## src/rtl/instr_seq.sv

```systemverilog
// instr_seq : fetches instruction words from program memory and issues them to
// a decoder. It is a five-state sequencer (IDLE, FETCH, WAIT, EXEC, HALTED)
// with a program counter, an instruction register and a saturating issue counter.
//
// Ports
//   clk          in   single clock, rising edge
//   rst          in   asynchronous active-high reset
//   start        in   run request, honoured only in IDLE and HALTED
//   mem_rd       out  program-memory read strobe (FETCH only)
//   mem_addr     out  program-memory read address (= pc)
//   mem_rdata    in   read data, valid the cycle after mem_rd
//   dec_enable   out  instruction valid to the decoder
//   dec_value    out  instruction word to the decoder (holds its last issued word)
//   dec_ready    in   decoder accepts dec_value this cycle
//   busy         out  high in FETCH, WAIT or EXEC
//   halted       out  high in HALTED
//   issue_count  out  number of words handed to the decoder, saturating at 255
module instr_seq #(
  parameter int ADDRESS_BITS = 5,
  parameter int INSTR_BITS   = 3
) (
  input  logic                               clk,
  input  logic                               rst,
  input  logic                               start,
  output logic                               mem_rd,
  output logic [ADDRESS_BITS-1:0]            mem_addr,
  input  logic [INSTR_BITS+ADDRESS_BITS-1:0] mem_rdata,
  output logic                               dec_enable,
  output logic [INSTR_BITS+ADDRESS_BITS-1:0] dec_value,
  input  logic                               dec_ready,
  output logic                               busy,
  output logic                               halted,
  output logic [7:0]                         issue_count
);

  localparam int W = INSTR_BITS + ADDRESS_BITS;

  localparam logic [INSTR_BITS-1:0] OP_NOP  = '0;
  localparam logic [INSTR_BITS-1:0] OP_JMP  = INSTR_BITS'(3);
  localparam logic [INSTR_BITS-1:0] OP_HALT = '1;

  typedef enum logic [2:0] {
    S_IDLE,
    S_FETCH,
    S_WAIT,
    S_EXEC,
    S_HALTED
  } state_t;

  state_t                  state_q, state_d;
  logic [ADDRESS_BITS-1:0] pc_q, pc_d;
  logic [W-1:0]            ir_q, ir_d;
  logic [W-1:0]            dv_q, dv_d;
  logic [7:0]              cnt_q, cnt_d;

  logic [INSTR_BITS-1:0]   opcode;
  logic [ADDRESS_BITS-1:0] operand;

  function automatic logic is_issue(input logic [INSTR_BITS-1:0] op);
    return (op != OP_NOP) && (op != OP_JMP) && (op != OP_HALT);
  endfunction

  function automatic logic [7:0] sat_inc(input logic [7:0] c);
    return (c == 8'hFF) ? c : c + 8'd1;
  endfunction

  assign opcode  = ir_q[W-1:ADDRESS_BITS];
  assign operand = ir_q[ADDRESS_BITS-1:0];

  always_ff @(posedge clk or posedge rst) begin
    if (rst) begin
      state_q <= S_IDLE;
      pc_q    <= '0;
      ir_q    <= '0;
      dv_q    <= '0;
      cnt_q   <= '0;
    end else begin
      state_q <= state_d;
      pc_q    <= pc_d;
      ir_q    <= ir_d;
      dv_q    <= dv_d;
      cnt_q   <= cnt_d;
    end
  end

  always_comb begin
    state_d    = state_q;
    pc_d       = pc_q;
    ir_d       = ir_q;
    dv_d       = dv_q;
    cnt_d      = cnt_q;
    mem_rd     = 1'b0;
    dec_enable = 1'b0;
    unique case (state_q)
      S_IDLE: begin
        if (start) begin
          pc_d    = '0;
          state_d = S_FETCH;
        end
      end
      S_FETCH: begin
        mem_rd  = 1'b1;
        state_d = S_WAIT;
      end
      S_WAIT: begin
        ir_d = mem_rdata;
        // The decoder-facing word only changes for words that will be issued,
        // so dec_value keeps the last issued word across NOP/JMP/HALT.
        if (is_issue(mem_rdata[W-1:ADDRESS_BITS])) begin
          dv_d = mem_rdata;
        end
        state_d = S_EXEC;
      end
      S_EXEC: begin
        if (opcode == OP_NOP) begin
          pc_d    = pc_q + ADDRESS_BITS'(1);
          state_d = S_FETCH;
        end else if (opcode == OP_JMP) begin
          pc_d    = operand;
          state_d = S_FETCH;
        end else if (opcode == OP_HALT) begin
          state_d = S_HALTED;
        end else begin
          dec_enable = 1'b1;
          if (dec_ready) begin
            pc_d    = pc_q + ADDRESS_BITS'(1);
            cnt_d   = sat_inc(cnt_q);
            state_d = S_FETCH;
          end
        end
      end
      S_HALTED: begin
        if (start) begin
          pc_d    = '0;
          cnt_d   = '0;
          state_d = S_FETCH;
        end
      end
      default: state_d = S_IDLE;
    endcase
  end

  assign mem_addr    = pc_q;
  assign dec_value   = dv_q;
  assign busy        = (state_q == S_FETCH) || (state_q == S_WAIT) || (state_q == S_EXEC);
  assign halted      = (state_q == S_HALTED);
  assign issue_count = cnt_q;

endmodule

```

## config.mk

```make
export PLATFORM = sky130hd
export DESIGN_NAME = instr_seq
export DESIGN_NICKNAME = d
export VERILOG_FILES = /design/src/rtl/instr_seq.sv
export SDC_FILE = /design/constraint.sdc
export NUM_CORES = 1
export LEC_CHECK = 0
export CAP_MARGIN = 5
export CORE_MARGIN = 4
export CORE_UTILIZATION = 40
export CTS_CLUSTER_SIZE = 14
export DETAILED_ROUTE_END_ITERATION = 10
export GPL_TIMING_DRIVEN = 0
export PLACE_DENSITY = 0.75
export SLEW_MARGIN = 10
export SYNTH_ARGS = -nofsm -noshare
export SYNTH_HDL_FRONTEND = slang
export SYNTH_SLANG_ARGS = --single-unit
```

## constraint.sdc

```tcl
create_clock -name clk -period 2.3 [get_ports clk]
set_clock_uncertainty 0.1 [all_clocks]
set_input_delay 0.46 -clock clk [delete_from_list [all_inputs] [get_ports clk]]
set_output_delay 0.46 -clock clk [all_outputs]
set_load 0.05 [all_outputs]
```

==> flow_metrics.tcl <==
set metrics [dict create \
    antenna_found_initial 0 \
    synth_area_leader_cell "dfrtp_1" \
    finalHoldViolations 0 \
    die_x_um 73.6 \
    place_inst 245 \
    syn-num-nets 173 \
    cts.reportedPaths.clkPinSlew_ps 70 \
    endpoint_kind "output port" \
    clk_latency_ps 290 \
    vdd_drop_max_v 0.000784 \
    detailedRoute.firstIterationViolations 40 \
    yosysMostFrequentCell "dfrtp_1" \
    hold_depth 1 \
    synth-xor-area-share 0.0160 \
    hold_path.class "flip-flop to flip-flop" \
    gp_congestion 0.757 \
    firstDrtPassIters 4 \
    synthAdderAreaFrac 0.0145 \
    final_cell_count_no_fill 253 \
    r2r-end "issue_count[6]$_DFFE_PP0P_" \
    ys_seq_elements 32 \
    status "finished clean" \
    synth_ff_type "dfrtp_1" \
    post-place-ws_ps -372 \
    synth_top_family_by_area "simple AND/OR/NAND/NOR gates" \
    slew_viol_final 0 \
    postSynthCellCount 159 \
    grt_overflow 0 \
    whs_ps 408 \
    leakage_nw 0.935 \
    hold_start "ir_q[1]$_DFFE_PP0P_" \
    ios 37 \
    powerDensity_mw_per_mm2 1660 \
    seq_area_sq_um 801 \
    synth_edf_count 0 \
    dp.final_hpwl_um 2650 \
    synth_area_sq_mm 0.00172 \
    root_buffer "clkbuf_8" \
    grt_max_degree 33 \
    die_area_sq_mm 0.00541 \
    grt_pass1_wl_um 6180 \
    synthSimpleGateAreaFrac 0.186 \
    die_h_um 73.6 \
    drv_cap 0 \
    cts_tree "yes" \
    post-route-util 0.554 \
    async_flop_share 1.00 \
    clock_sinks 32 \
    r2r_start "issue_count[0]$_DFFE_PP0P_" \
    port_buffers 36 \
    drt.antenna.violating_nets 0 \
    synth_mux_area_frac 0.117 \
    h-tree-depth 2 \
    max_freq_ghz 0.458 \
    cts-buffers-inserted 5 \
    grt_pass1_vias 1352 \
    synth-compound-area-share 0.150 \
    crit_fanout 7 \
    drive_above_1_share 0.236 \
    min_to "ir_q[1]$_DFFE_PP0P_" \
    layout.nets 216 \
    clk_path_buf_depth 2 \
    antenna_cells 0 \
    synth_warnings 0 \
    synth_area_leaders "dfrtp_1 (47%), mux2_2 (11%), nand3_1 (2.9%), o21ai_0 (2.6%), nand2_1 (2.6%)" \
    cp.arrival_ps 1620 \
    vias 1381 \
    postCtsSetupRepairBufs 0 \
    fin_crit_sh 0.948 \
    multi_input_area_sq_um 847 \
    core_sq_mm 0.00409 \
    hold_buffers 0 \
    power_mw 3.75 \
    cp-start-kind "flip-flop" \
    finalCriticalPeriod_ps 2180 \
    synth_common_cells "dfrtp_1 (32), mux2_2 (17), nand2_1 (12), nand3_1 (10), o21ai_0 (9)" \
    fillers 369 \
    synth.avg_cell_area_sq_um 10.8 \
    drc 0 \
    max_slew.worst_pin.slew_ps 669 \
    ys_types 45 \
    setup_slack_ps 119 \
    setup_viol 0 \
    synth_top_area_share 0.465 \
    wire_per_inst_um 14.5 \
    drt_wl_total_um 3680 \
    fp-row-count 23 \
    vias_per_cell 5.46 \
    rr_worst_depth 6 \
    syn2layout_area_growth_pct 31.5 \
    seq_area_frac_synth 0.465 \
    crit_type "flip-flop to output port" \
    initial_utilization 0.421 \
    grt_usage 0.149 \
    required_ps 1740 \
    slew_headroom 0.553 \
    timing.reg2reg.setup_slack_ps 350 \
    rsz0062_at_grt "false" \
]
==> sequential cells by signal (all words and copies together), names as in the netlist <==
name and cells:
state_q 3, issue_count 8, dec_value 8, ir_q 8
mem_addr 5
==> cell type report <==
type	instances	area share
clock inverters	3	0.0188
inverters	8	0.0133
plain buffers	7	0.0254
flip-flops and latches	32	0.354
repair buffers	36	0.156
multi-input cells	112	0.374
clock buffers	5	0.0304
well taps	50	0.0277
==> stage by stage <==
stage          area (sq um)  TNS, ps
4_1_cts                2260        0
3_5_place_dp           2150     -485
2_1_floorplan          1730        0
5_1_grt                2260        0
6_report               2260        0
3_3_place_gp           2150     -455
==> per-layer routing <==
metal	up-vias	track usage	wire length, um
met3	7	0.0534	265
met1	657	0.183	1640
li1	677	-	-
met5	-	0	0
met4	0	0.0604	60
met2	40	0.238	1720
==> timing repair <==
action                     CTS  global route
gates resized for setup     12             5
setup endpoints to repair    4             3
gates cloned                 0             0
==> worst max path at each step <==
stage	end	cells past startpoint	from	slack [ps]
final	dec_enable	4	state_q[2]$_DFFE_PP0P_	120
after floorplan	mem_rd	1	state_q[2]$_DFFE_PP0P_	170
after global placement	halted	4	state_q[0]$_DFFE_PP0P_	-360
after detailed placement	halted	4	state_q[0]$_DFFE_PP0P_	-370
after CTS	halted	4	state_q[0]$_DFFE_PP0P_	30
after global routing	dec_enable	4	state_q[1]$_DFFE_PP0P_	10
==> worst max-delay path, cell delays in order, from the launching register on <==
cell and delay [ps]:
dfrtp_1 450, nor2b_1 190, nand2_1 170, nor3b_2 250, clkbuf_4 280
==> report_power, final <==
group / total [mW] / internal (mW) / switching [mW]
registers: 1.01 / 0.806 / 0.206
clock network: 0.540 / 0.320 / 0.220
logic: 2.20 / 0.882 / 1.32
==> cell families after synthesis <==
group / Yosys count
buffers and inverters: 15
DFF: 32
muxes: 18
adders and majority gates: 2
xor gates and xnor gates: 1
and+or+nand+nor: 57
AOI/OAI and AO/OA: 34
==> placed cells by master (no fill, tap or decap), drive strengths merged, types with 3 or more instances in the layout <==
| cell | netlist | layout |
|---|---|---|
| nand2 | 12 | 12 |
| o21ai | 9 | 9 |
| a211o | 4 | 4 |
| inv | 8 | 8 |
| dfrtp | 32 | 32 |
| a31oi | 3 | 3 |
| buf | 5 | 5 |
| nor2 | 6 | 6 |
| nor4 | 4 | 4 |
| nor2b | 3 | 3 |
| mux2 | 17 | 17 |
| nor3 | 5 | 5 |
| nand3 | 11 | 11 |
| and3 | 5 | 5 |
| a21oi | 3 | 3 |
| clkdlybuf4s50 | 0 | 32 |
| clkbuf | 2 | 9 |
Note: power is estimated with default switching activity, not from simulation.
